<file path="src/rtl/dpram_uart_reader_if.sv">
// Command, RAM read port and byte-transmitter handshake of the burst reader.
// slave = the reader itself; master = command logic, RAM and transmitter side.
interface dpram_uart_reader_if #(
  parameter int ADDR_W = 8,
  parameter int LEN_W  = 9
);
  logic              Start;
  logic [ADDR_W-1:0] Start_addr;
  logic [LEN_W-1:0]  Length;
  logic              Abort;
  logic [ADDR_W-1:0] rdaddress;
  logic [7:0]        q;
  logic              Uart_send_en;
  logic [7:0]        Data_byte;
  logic              Uart_tx_done;
  logic              Busy;
  logic              Done;
  logic              Aborted;

  modport slave (
    input  Start, Start_addr, Length, Abort, q, Uart_tx_done,
    output rdaddress, Uart_send_en, Data_byte, Busy, Done, Aborted
  );
  modport master (
    output Start, Start_addr, Length, Abort, q, Uart_tx_done,
    input  rdaddress, Uart_send_en, Data_byte, Busy, Done, Aborted
  );
endinterface

</file>
<file path="src/rtl/dpram_uart_reader.sv">
// Reads a contiguous RAM burst and feeds it byte-by-byte to the UART transmitter,
// optionally followed by an 8-bit additive checksum byte.
module dpram_uart_reader #(
  parameter int ADDR_W     = 8,
  parameter int LEN_W      = 9,
  parameter int RD_LAT     = 2,
  parameter int APPEND_SUM = 1
) (
  input logic              Clk,
  input logic              Rst_n,
  dpram_uart_reader_if.slave bus
);
  typedef enum logic [2:0] {
    IDLE, RD_WAIT, SEND, WAIT_DONE, SUM_SEND, SUM_WAIT, FINISH
  } state_e;

  localparam logic [1:0] LAT = 2'(RD_LAT);

  state_e            state_q, state_d;
  logic [ADDR_W-1:0] rdaddress_q, rdaddress_d;
  logic [LEN_W-1:0]  remaining_q, remaining_d;
  logic [7:0]        data_byte_q, data_byte_d;
  logic [7:0]        sum_q, sum_d;
  logic [1:0]        lat_q, lat_d;
  logic              send_en_q, send_en_d;
  logic              busy_q, busy_d;
  logic              done_q, done_d;
  logic              aborted_q, aborted_d;

  always_comb begin
    state_d     = state_q;
    rdaddress_d = rdaddress_q;
    remaining_d = remaining_q;
    data_byte_d = data_byte_q;
    sum_d       = sum_q;
    lat_d       = lat_q;
    aborted_d   = aborted_q;
    send_en_d   = 1'b0;
    done_d      = 1'b0;
    // Busy drops the clock after the Done pulse, so it covers the Done cycle.
    busy_d      = busy_q & ~done_q;
    case (state_q)
      IDLE: if (bus.Start) begin
        rdaddress_d = bus.Start_addr;
        remaining_d = bus.Length;
        sum_d       = '0;
        busy_d      = 1'b1;
        aborted_d   = 1'b0;
        lat_d       = LAT;
        state_d     = (bus.Length == '0) ? FINISH : RD_WAIT;
      end
      RD_WAIT: begin
        if (lat_q <= 2'd1) state_d = SEND;
        else               lat_d   = lat_q - 2'd1;
      end
      SEND: begin
        data_byte_d = bus.q;
        send_en_d   = 1'b1;
        sum_d       = sum_q + bus.q;
        remaining_d = remaining_q - LEN_W'(1);
        state_d     = WAIT_DONE;
      end
      WAIT_DONE: if (bus.Uart_tx_done) begin
        if (bus.Abort) begin
          aborted_d = 1'b1;
          state_d   = FINISH;
        end else if (remaining_q != '0) begin
          rdaddress_d = rdaddress_q + ADDR_W'(1);
          lat_d       = LAT;
          state_d     = RD_WAIT;
        end else if (APPEND_SUM != 0) begin
          state_d = SUM_SEND;
        end else begin
          state_d = FINISH;
        end
      end
      SUM_SEND: begin
        data_byte_d = sum_q;
        send_en_d   = 1'b1;
        state_d     = SUM_WAIT;
      end
      SUM_WAIT: if (bus.Uart_tx_done) state_d = FINISH;
      FINISH: begin
        done_d  = 1'b1;
        state_d = IDLE;
      end
      default: state_d = IDLE;
    endcase
  end

  always_ff @(posedge Clk or negedge Rst_n) begin
    if (!Rst_n) begin
      state_q     <= IDLE;
      rdaddress_q <= '0;
      remaining_q <= '0;
      data_byte_q <= '0;
      sum_q       <= '0;
      lat_q       <= '0;
      send_en_q   <= 1'b0;
      busy_q      <= 1'b0;
      done_q      <= 1'b0;
      aborted_q   <= 1'b0;
    end else begin
      state_q     <= state_d;
      rdaddress_q <= rdaddress_d;
      remaining_q <= remaining_d;
      data_byte_q <= data_byte_d;
      sum_q       <= sum_d;
      lat_q       <= lat_d;
      send_en_q   <= send_en_d;
      busy_q      <= busy_d;
      done_q      <= done_d;
      aborted_q   <= aborted_d;
    end
  end

  assign bus.rdaddress    = rdaddress_q;
  assign bus.Data_byte    = data_byte_q;
  assign bus.Uart_send_en = send_en_q;
  assign bus.Busy         = busy_q;
  assign bus.Done         = done_q;
  assign bus.Aborted      = aborted_q;
endmodule

</file>
<file path="src/flat_wrapper.sv">
// flat-port wrapper written by rule: the top's interface ports become plain ports
module dpram_uart_reader_flat 
#(
  parameter int ADDR_W     = 8,
  parameter int LEN_W      = 9,
  parameter int RD_LAT     = 2,
  parameter int APPEND_SUM = 1
)
  (Clk, Rst_n, bus_Start, bus_Start_addr, bus_Length, bus_Abort, bus_q, bus_Uart_tx_done, bus_rdaddress, bus_Uart_send_en, bus_Data_byte, bus_Busy, bus_Done, bus_Aborted);
  dpram_uart_reader_if #(.ADDR_W(ADDR_W), .LEN_W(LEN_W)) bus_i ();
  input logic Clk;
  input logic Rst_n;
  input wire logic [$bits(bus_i.Start)-1:0] bus_Start;
  input wire logic [$bits(bus_i.Start_addr)-1:0] bus_Start_addr;
  input wire logic [$bits(bus_i.Length)-1:0] bus_Length;
  input wire logic [$bits(bus_i.Abort)-1:0] bus_Abort;
  input wire logic [$bits(bus_i.q)-1:0] bus_q;
  input wire logic [$bits(bus_i.Uart_tx_done)-1:0] bus_Uart_tx_done;
  output wire logic [$bits(bus_i.rdaddress)-1:0] bus_rdaddress;
  output wire logic [$bits(bus_i.Uart_send_en)-1:0] bus_Uart_send_en;
  output wire logic [$bits(bus_i.Data_byte)-1:0] bus_Data_byte;
  output wire logic [$bits(bus_i.Busy)-1:0] bus_Busy;
  output wire logic [$bits(bus_i.Done)-1:0] bus_Done;
  output wire logic [$bits(bus_i.Aborted)-1:0] bus_Aborted;
  assign bus_i.Start = bus_Start;
  assign bus_i.Start_addr = bus_Start_addr;
  assign bus_i.Length = bus_Length;
  assign bus_i.Abort = bus_Abort;
  assign bus_i.q = bus_q;
  assign bus_i.Uart_tx_done = bus_Uart_tx_done;
  assign bus_rdaddress = bus_i.rdaddress;
  assign bus_Uart_send_en = bus_i.Uart_send_en;
  assign bus_Data_byte = bus_i.Data_byte;
  assign bus_Busy = bus_i.Busy;
  assign bus_Done = bus_i.Done;
  assign bus_Aborted = bus_i.Aborted;
  dpram_uart_reader #(.ADDR_W(ADDR_W), .LEN_W(LEN_W), .RD_LAT(RD_LAT), .APPEND_SUM(APPEND_SUM)) u_core (.Clk(Clk), .Rst_n(Rst_n), .bus(bus_i));
endmodule
</file>
<file path="config.mk">
export PLATFORM = sky130hd
export DESIGN_NAME = dpram_uart_reader_flat
export DESIGN_NICKNAME = d
export VERILOG_FILES = /design/src/rtl/dpram_uart_reader_if.sv /design/src/rtl/dpram_uart_reader.sv /design/src/flat_wrapper.sv
export SDC_FILE = /design/constraint.sdc
export NUM_CORES = 1
export LEC_CHECK = 0
export CORE_MARGIN = 5
export CORE_UTILIZATION = 42
export DETAILED_ROUTE_END_ITERATION = 10
export GPL_TIMING_DRIVEN = 1
export PLACE_DENSITY = 0.75
export SLEW_MARGIN = 20
export SYNTH_ARGS = -nofsm -noshare
export SYNTH_HDL_FRONTEND = slang
export SYNTH_SLANG_ARGS = --single-unit
</file>
<file path="constraint.sdc">
create_clock -name Clk -period 1.75 [get_ports Clk]
set_input_delay 0.35 -clock Clk [delete_from_list [all_inputs] [get_ports Clk]]
set_output_delay 0.35 -clock Clk [all_outputs]
set_load 0.01 [all_outputs]
</file>
==> flow_summary.ini, run 1 <==
[run_status]
outcome = complete, but fails checks
violations = negative setup slack

[sta]
hold_viol = 0
slew_headroom_pct = 62.3
finalCritPeriodShare_pct = 107
worstMarginPinSlew_ps = 565
fmax_ghz = 0.533
clock_skew_ps = 11.5
slew_viol_final = 0
rsz0062_at_grt = true
setup_viol = 8
min_period_ps = 1880
worst_slack_ps = -125

[power]
leakagePower_nw = 1.74
peakVddDrop_mv = 0.722
p_per_area_mw_per_mm2 = 1800

[route]
viasPerCell = 5.72
vias = 2698
drc = 0
wl_per_cell_um = 15.9
drt_iter0_drc = 286
wl_um = 7520
drtPass1Iterations = 6
ant_nets = 0

[grt]
antenna_found_initial = 0
track_usage_pct = 19.0
grt_pass1_vias = 2479
grt_start_max_net_pins = 26
grt_pass1_wl_um = 11400
gr-total-overflow = 0

[synth]
synth_area_leaders = dfrtp_1, nand2_1, o21ai_0, ha_1, a21oi_1
yosysWarnings = 0
ys_async_sr_fraction_pct = 100
yosysSeqAreaShare_pct = 42.1
synth_top_area_share_pct = 42.1
ys_seq_elements = 42
synth_nets = 321
synth.cell_area_mm2 = 0.00249
ys.flop_type = dfrtp_1
synthCells = 280
ys_types = 57
avgSynthCellArea_um2 = 8.91
yosys.area.top_type = dfrtp_1
synth_edf_count = 0

[layout]
layout.nets = 437
drive_gt1_share_pct = 30.7
final_util_pct = 66.5
diodes = 0
area_delta_synth_final_pct = 56.0

[placed_design]
pre_cts_slack_ps = -484
port_buffers = 49
gp_congestion = 0.931
dp_hpwl_um = 4980

[worst_setup_path]
worst-setup-path-type = input port to register
cp.arrival_ps = 2120
crit_path_start_kind = input port
end_kind = register
worst-path-max-fanout = 2
cp.required_ps = 1990

[floorplanning]
dieArea_mm2 = 0.00758
row_count = 28
num_io_pins = 50
fp.dieH_um = 87.1
coreArea_mm2 = 0.00585
die_x_um = 87.1
initial_utilization_pct = 42.6

[clock_tree]
htreeDepth = 2
clk_latency_ps = 310
clock-sinks = 42
clkTransAtPathRegs_ps = 90
cts_tree = yes
clockBufferDepth = 2
ctsRootBufferMaster = clkbuf_8
cts_buffers = 5

[hold_path]
min_path_type = input port to register

[run]
drv_cap = 0
[cells by family (layout without fill, tap and decap cells)]
family                     Yosys count  count (layout)  share of synthesized area, %
and+or+nand+nor                    104             104                          20.3
xor gates and xnor gates             4               4                          1.41
AOI/OAI and AO/OA                   94              94                          25.7
adders and majority gates           11              11                          5.82
DFF                                 42              42                          42.1
buffers and inverters               24             141                          4.26
muxes                                1               1                         0.401
[cell usage after synthesis, drive strengths merged, types with 3 or more instances]
cell type / number
nand2: 44
dfrtp: 42
o21ai: 32
a21oi: 20
nor2: 16
nand3: 14
inv: 11
ha: 10
buf: 9
a22oi: 8
a22o: 5
nor3: 5
a21o: 4
clkbuf: 4
and3: 3
nand2b: 3
nor2b: 3
o211ai: 3
or3: 3
xnor2: 3
[cell type report]
class                           count  area, µm²
Tap cell                           75       93.8
Timing Repair Buffer              122       1060
Clock buffer                        6       72.6
Clock inverter                      2       37.5
Fill cell                         433       1960
Multi-Input combinational cell    214       1520
Inverter                           11       41.3
Sequential cell                    42       1060
[cell usage in the layout, fill, tap and decap left out, types with 2 or more instances in the layout]
cell type,Yosys,final
xnor2_1,3,2
o21ai_1,5,6
a22o_1,5,5
buf_4,0,67
dlygate4sd2_1,0,6
o211ai_1,3,3
a21oi_2,5,9
nand2b_1,3,3
buf_6,1,4
nand2_1,44,43
o31ai_1,2,2
a21oi_1,15,10
dfrtp_2,0,5
or3_1,3,3
nand4_1,2,2
nor2b_2,0,2
clkbuf_8,0,5
ha_1,10,4
a22oi_1,8,8
and3_1,3,3
ha_4,0,5
a221oi_1,2,2
a222oi_1,2,2
dlymetal6s2s_1,0,3
o21ai_0,27,25
a21o_1,4,4
clkdlybuf4s50_1,0,39
inv_1,11,11
dfrtp_1,42,37
nor2_2,1,2
nor3_1,5,4
nor2_1,15,14
nand3_1,14,13
[final timing paths]
kind                                       from                 endpoint  slack [ps]  depth (start not counted)
worst max-delay path                   bus_q[5]          u_core.sum_q[7]        -130                          7
worst min-delay path              bus_Length[5]    u_core.remaining_q[5]         380                          4
worst max register to register  u_core.sum_q[6]          u_core.sum_q[7]        -110                          6
worst min register to register  u_core.bus.Done          u_core.bus.Busy         460                          1
max in group asynchronous                 Rst_n        u_core.state_q[1]         740                          3
min in group asynchronous                 Rst_n  u_core.bus.rdaddress[4]         510                          2
[metrics by stage]
step	hold WS, ps	power, W	std cells	area (µm²)	setup TNS, ps
detailed placement	310	0.00558	452	3480	-8790
floorplan	54.4	0.00387	280	2500	0
global placement	313	0.00548	452	3480	-7640
finish	378	0.00699	472	3890	-382
global route	400	0.00750	472	3890	-1020
CTS	467	0.00647	463	3670	-28.9
[what timing repair did]
item,in CTS,in global routing
pin swaps,10,17
setup buffers,2,9
resized for setup,17,34
endpoints found under the hold margin,17,0
hold buffers,1,0
endpoints found under the setup margin,23,29
[worst max-delay path: stages]
cell	delay [ps]
clkdlybuf4s50_1	490
ha_4	200
a21oi_1	190
o21ai_1	140
or3_1	380
a21oi_1	230
nand2b_1	140
[state kept, by name (all words and copies together) (netlist names)]
name,count
u_core.bus.Done,1
u_core.lat_q,2
u_core.sum_q,8
u_core.bus.Busy,1
u_core.bus.Aborted,1
u_core.state_q,3
u_core.bus.rdaddress,8
u_core.bus.Data_byte,8
u_core.bus.Uart_send_en,1
u_core.remaining_q,9
[power breakdown]
| group | leakage (nW) | switching, W | internal (W) | total, W |
|---|---|---|---|---|
| clock | 0.0514 | 0.000366 | 0.000426 | 0.000792 |
| sequential | 0.505 | 0.000455 | 0.00144 | 0.00189 |
| combinational | 1.18 | 0.00206 | 0.00225 | 0.00431 |
[routing by layer]
layer	up-vias	part of all wire [%]	global-route usage (%)
li1	1264	-	-
met1	1268	40	25.1
met2	132	49	31.0
met3	34	7.2	3.41
met4	0	3.7	6.66
met5	-	0	0
Power figures use the tool's default switching activity.
==> run 2, diff against run 1 <==
--- a/config.mk
+++ b/config.mk
@@ -7,6 +7,7 @@
 export LEC_CHECK = 0
 export CORE_MARGIN = 5
 export CORE_UTILIZATION = 42
+export CTS_CLUSTER_DIAMETER = 150
 export DETAILED_ROUTE_END_ITERATION = 10
 export GPL_TIMING_DRIVEN = 1
 export PLACE_DENSITY = 0.75
==> constraint.sdc (replaced) <==
create_clock -name Clk -period 1.75 [get_ports Clk]
set_input_delay 0.2625 -clock Clk [delete_from_list [all_inputs] [get_ports Clk]]
set_output_delay 0.2625 -clock Clk [all_outputs]
set_load 0.01 [all_outputs]
==> run 2 against run 1 <==
The flow still finishes with violations (negative setup slack). Setup slack lost 42 ps. Clock skew fell by 4.9 ps. Clock power is essentially flat. Global-route usage grew 0.11 points. Non-clock buffer count is 8 higher. Sequential power hardly changed. Routed wire length is 3.1% higher.
==> flow_summary.ini, run 2 (same netlist as run 1, synthesis figures left out) <==
[clock_tree]
clkTransAtPathRegs_ps = 90
cts_tree = yes
clockBufferDepth = 2
htreeDepth = 2
clk_latency_ps = 300
cts_buffers = 5
clock-sinks = 42
ctsRootBufferMaster = clkbuf_8

[sta]
rsz0062_at_grt = true
fmax_ghz = 0.522
hold_viol = 0
worstMarginPinSlew_ps = 620
clock_skew_ps = 6.60
whs_ps = 407
finalCritPeriodShare_pct = 110
slew_headroom_pct = 58.4
min_period_ps = 1920
slew_viol_final = 0
setup_viol = 7
worst_slack_ps = -167

[layout]
stdcell_area_mm2 = 0.00388
area_delta_synth_final_pct = 55.6
layout_common_cells = buf_4, nand2_1, clkdlybuf4s50_1, dfrtp_1, o21ai_0
largest_register_ffs = 9
drive_gt1_share_pct = 29.4
diodes = 0
mostFrequentLayoutCell = buf_4
largest_register = u_core.remaining_q
layout.nets = 445
fin_cells = 480

[route]
ant_nets = 0
wl_um = 7750
drt_iter0_drc = 263
viasPerCell = 5.77
drc = 0
wl_per_cell_um = 16.1
drtPass1Iterations = 7
vias = 2770

[worst_setup_path]
crit_chain = buf_4 > buf_4 > nor2_1 > nand3_1 > a311oi_1 > nand3_2
cp.required_ps = 1930
critical_path.max_stage_delay_ps = 440
r2r-end = u_core.sum_q[6]
crit_path_start_kind = register
worst-path-max-fanout = 5
r2r_setup_slack_ps = -170
reg2reg_depth = 6
path_common_cell = buf_4
r2r-start = u_core.state_q[1]
worst-setup-path-type = register to register
crit_slowest_cell = dfrtp_1
cp.arrival_ps = 2090
end_kind = register

[floorplanning]
num_io_pins = 50
fp.dieH_um = 87.1
coreArea_mm2 = 0.00585
row_count = 28
initial_utilization_pct = 42.6
die_x_um = 87.1
dieArea_mm2 = 0.00758

[grt]
gr-total-overflow = 0
antenna_found_initial = 0
grt_pass1_vias = 2552
track_usage_pct = 19.1
grt_start_max_net_pins = 25
grt_pass1_wl_um = 11600

[hold_path]
hold_end = u_core.bus.Data_byte[2]
holdPathStages = 3
min_path_type = input port to register
holdCritStartpoint = bus_q[2]

[placed_design]
pre_cts_slack_ps = -466
dpl.cell_count = 456
post_dp_cell_area_mm2 = 0.00351
port_buffers = 49
dp_hpwl_um = 5130
gp_congestion = 0.939

[run_status]
outcome = complete, but fails checks
violations = negative setup slack

[power]
peakVddDrop_mv = 0.950
leakagePower_nw = 1.77
total_power_w = 0.00709
p_per_area_mw_per_mm2 = 1830

[run]
drv_cap = 0
-- run 2: final cells by class --
type / count / area [µm²]
clock inverter: 3 / 45.0
tap: 75 / 93.8
multi-input combinational: 214 / 1450
sequential: 42 / 1050
fill: 454 / 1970
clock buffer: 5 / 68.8
inverter: 11 / 41.3
timing repair buffer: 130 / 1130
-- run 2: power by group --
group	switching [W]	total, W	internal [W]
Sequential	0.000428	0.00186	0.00143
Combinational	0.00211	0.00443	0.00232
Clock	0.000368	0.000793	0.000425
Total	0.00291	0.00709	0.00418
-- run 2: timing repair --
| item | 4_1_cts | 5_1_grt |
|---|---|---|
| hold buffers | 1 | 0 |
| pin swaps | 9 | 15 |
| setup endpoints to repair | 15 | 17 |
| gates resized for setup | 11 | 19 |
| hold endpoints to repair | 18 | 0 |
| setup buffers | 7 | 9 |
-- run 2: per-layer routing --
metal	vias up	global-route usage, %	part of all wire [%]
met3	18	3.50	6.3
met4	0	7.51	2.2
li1	1278	-	-
met2	126	31.7	50
met1	1348	24.5	42
met5	-	0	0
-- run 2: how the worst max path moves through the flow --
stage | from | end | slack (ps) | cells after the start
2_1_floorplan | u_core.sum_q[2] | u_core.sum_q[7] | 7 | 6
3_3_place_gp | bus_q[0] | u_core.sum_q[6] | -360 | 8
3_5_place_dp | bus_q[0] | u_core.sum_q[6] | -470 | 8
4_1_cts | u_core.sum_q[0] | u_core.sum_q[6] | -60 | 7
5_1_grt | u_core.state_q[1] | u_core.sum_q[6] | -240 | 6
6_report | u_core.state_q[1] | u_core.sum_q[6] | -170 | 6
-- run 2: critical path: cells and delay by family (launching register included) --
family	cells	cell delay, ps
AOI/OAI and AO/OA	1	430
buffers and inverters	2	320
DFF	1	440
and+or+nand+nor	3	580
-- run 2: per-stage QoR --
| stage | TNS (ps) | utilization (%) |
|---|---|---|
| after floorplan | 0 | - |
| after global placement | -5610 | 60.0 |
| after detailed placement | -6010 | 60.0 |
| after CTS | -130 | 63.9 |
| after global routing | -1040 | 66.3 |
| final | -262 | 66.3 |
==> run 3, diff against run 2 <==
--- a/config.mk
+++ b/config.mk
@@ -10,6 +10,7 @@
 export CTS_CLUSTER_DIAMETER = 150
 export DETAILED_ROUTE_END_ITERATION = 10
 export GPL_TIMING_DRIVEN = 1
+export HOLD_SLACK_MARGIN = 0.06
 export PLACE_DENSITY = 0.75
 export SLEW_MARGIN = 20
 export SYNTH_ARGS = -nofsm -noshare
==> results of run 3 <==
Final layout, timing and power as in run 2 (identical DEF).
==> edit: new RTL, config.mk and constraints of run 2 <==
`ADDR_W` is set to 8 in 3 places; all go to 7.
--- a/src/rtl/dpram_uart_reader_if.sv
+++ b/src/rtl/dpram_uart_reader_if.sv
@@ -1,7 +1,7 @@
 // Command, RAM read port and byte-transmitter handshake of the burst reader.
 // slave = the reader itself; master = command logic, RAM and transmitter side.
 interface dpram_uart_reader_if #(
-  parameter int ADDR_W = 8,
+  parameter int ADDR_W = 7,
   parameter int LEN_W  = 9
 );
   logic              Start;
--- a/src/rtl/dpram_uart_reader.sv
+++ b/src/rtl/dpram_uart_reader.sv
@@ -1,7 +1,7 @@
 // Reads a contiguous RAM burst and feeds it byte-by-byte to the UART transmitter,
 // optionally followed by an 8-bit additive checksum byte.
 module dpram_uart_reader #(
-  parameter int ADDR_W     = 8,
+  parameter int ADDR_W     = 7,
   parameter int LEN_W      = 9,
   parameter int RD_LAT     = 2,
   parameter int APPEND_SUM = 1
--- a/src/flat_wrapper.sv
+++ b/src/flat_wrapper.sv
@@ -1,7 +1,7 @@
 // flat-port wrapper written by rule: the top's interface ports become plain ports
 module dpram_uart_reader_flat 
 #(
-  parameter int ADDR_W     = 8,
+  parameter int ADDR_W     = 7,
   parameter int LEN_W      = 9,
   parameter int RD_LAT     = 2,
   parameter int APPEND_SUM = 1
Interface: changed (resized bus_Start_addr and bus_rdaddress); port bits go from 50 to 48. The function was not compared with the original's and may differ.
==> edit against run 2 <==
  * The flow still finishes with violations (setup timing)
  * Sequential cell count is 1 lower
  * Worst setup slack better by 0.0037 ns
  * Total power is 12% lower
  * Wire length is 10% lower
  * Count of clock-buffer cells in the layout stayed put
  * Final area is 5.5% lower
  * Non-clock buffer count is 25 lower
  * Area after synthesis is 1.8% lower
  * Sequential power is 6% lower
  * Sequential share of layout area is 0.79 points higher
  * Via count is 11% lower
  * Hold slack better by 0.00098 ns
  * Critical path type unchanged
  * Largest cell class unchanged
==> edit: results (changes against run 2) <==
Synth
  • Synth Area in XOR/XNOR: 1.431% (+0.026 points)
  • Synthesized-area fraction occupied by adder cells: 5.927% (+0.11 points)
  • Synth Area per Inst: 9.002 um2 (+1.1%)
  • Synthesized net count: 312 (-2.8%)
  • Sequential area share after synthesis: 41.90% (-0.25 points)
  • Area contributors post-synth: dfrtp_1, o21ai_0, nand2_1
  • Multiplexer share of the synthesized area: 1.635% (+1.2 points)
  • Post-synthesis compound-gate area fraction: 24.43% (-1.3 points)
  • Netlist cell types: 51 (-11%)
  • Commonest cells in the netlist: dfrtp_1, nand2_1, o21ai_0, nor2_1, a21oi_1

Routing
  • Detailed Routing Iterations Pass 1: 4 (-3)
  • WL met3: 354 um (-27%)
  • Avg Vias per Cell: 5.594 (-3.1%)
  • Final WL: 6939 um (-10%)
  • Met2 routed WL: 3551 um (-7.9%)
  • WL met1: 2961 um (-8.5%)
  • Initial DRC count: 152 (-42%)

Cells and area
  • Fraction of layout instances using a drive strength above 1: 28.57% (-0.81 points)
  • # nets final: 410 (-7.9%)
  • Fin cells: 443 (-7.7%)

Worst setup path
  • CP Data Arrival Time: 2.11 ns (+0.02 ns)
  • Critical Path Fanout Max: 6 (+1)
  • Register-to-Register Path Depth: 5 (-1)
  • Reg2reg end: u_core.bus.rdaddress[0]$_DFFE_PN0P_
  • Origin of the critical flop-to-flop path: u_core.remaining_q[3]$_DFFE_PN0P_

GRT
  • Vias in the first global route: 2427 (-4.9%)
  • First-pass GRT wire length: 11300 um (-2.8%)
  • Overall Global Routing Usage: 18.52% (-0.56 points)

Hold path
  • Hold wc startpoint: bus_q[1]

STA
  • Slew HR: 70.16% (+12 points)
  • Setup TNS: -1.162 ns (-0.8994 ns)
  • Period Utilization, post-route: 109.3% (-0.21 points)
  • Final setup margin: -0.1632 ns (+0.003749 ns)
  • Final setup fails: 11 (+4)
  • Clock Skews: 0.006152 ns (-0.0004447 ns)
  • Hold_ws: 0.4082 ns (+0.0009800 ns)

Outcome
  • Failing checks: setup timing
  • Status: complete, but fails checks

Clock tree
  • CTS buffer count: 5 (unchanged)
  • Skew-Pair Late Insertion Delay: 0.30 ns (about the same)

Placement
  • Dpl cells: 427 (-6.4%)
  • Detailed Place HPWL: 4889 um (-4.7%)
  • Post-Place Setup Slack: -0.4161 ns (+0.04964 ns)
  • Area after DPL: 3339 um2 (-4.9%)

Power
  • Pleak: 1.626 nW (-8.1%)
  • VDD IR max: 0.0007855 V (-17%)
-- edit: changes by cell type in the layout (fill, tap and decap cells not counted), sizes merged, moves of 4 or more --
| cell | run 2 | this run |
|---|---|---|
| nor3b | 2 | 8 |
| buf | 81 | 58 |
| o21ai | 32 | 36 |
| nand2 | 44 | 34 |
-- edit: metal layers --
metal | vias to the layer above | global-route usage [%]
met4 | 0 | 4.674
met1 | 1212 | 24.22
met3 | 9 | 3.992
met5 | - | 0
met2 | 70 | 31.08
li1 | 1187 | -
-- edit: area by class of cell --
cell class | instances | area, um2
inverter | 9 | 33.78
tap | 72 | 90.09
timing repair buffer | 105 | 924.6
clock inverter | 3 | 46.29
sequential | 41 | 1026
clock buffer | 5 | 68.82
multi-input combinational | 208 | 1479
fill | 458 | 1906
-- edit: logic make-up (layout without fill, tap and decap cells) --
| group | Yosys count | after routing |
|---|---|---|
| buffers and inverters | 23 | 122 |
| xor gates and xnor gates | 4 | 4 |
| adders and majority gates | 11 | 11 |
| and+or+nand+nor | 100 | 100 |
| muxes | 4 | 4 |
| DFF | 41 | 41 |
| AOI/OAI and AO/OA | 89 | 89 |
-- edit: worst max path at each step --
| stage | start | endpoint | cells past startpoint |
|---|---|---|---|
| after detailed placement | bus_q[2] | u_core.sum_q[7]$_DFFE_PN0P_ | 7 |
| after CTS | u_core.remaining_q[3]$_DFFE_PN0P_ | u_core.bus.rdaddress[0]$_DFFE_PN0P_ | 5 |
| final | u_core.remaining_q[3]$_DFFE_PN0P_ | u_core.bus.rdaddress[0]$_DFFE_PN0P_ | 5 |
| after floorplan | u_core.remaining_q[5]$_DFFE_PN0P_ | u_core.bus.rdaddress[0]$_DFFE_PN0P_ | 5 |
| after global placement | bus_q[2] | u_core.sum_q[7]$_DFFE_PN0P_ | 7 |
| after global routing | u_core.remaining_q[3]$_DFFE_PN0P_ | u_core.bus.rdaddress[0]$_DFFE_PN0P_ | 5 |
-- edit: critical path, delay by kind of cell, from the launching register on --
family | cells | cell delay (ns)
AO/OA/AOI/OAI | 2 | 0.61
flip-flops | 1 | 0.39
multiplexers | 1 | 0.20
AND/OR/NAND/NOR | 2 | 0.61
-- edit: report_power, final --
part	internal, mW	switching (mW)
Clock	0.427	0.364
Sequential	1.37	0.368
Combinational	1.86	1.83
-- edit: repair_timing --
item | CTS | global route
endpoints found under the hold margin | 16 | 0
setup buffers | 2 | 5
gates resized for setup | 14 | 20
pin swaps | 12 | 6
hold buffers | 1 | 0
endpoints found under the setup margin | 12 | 20
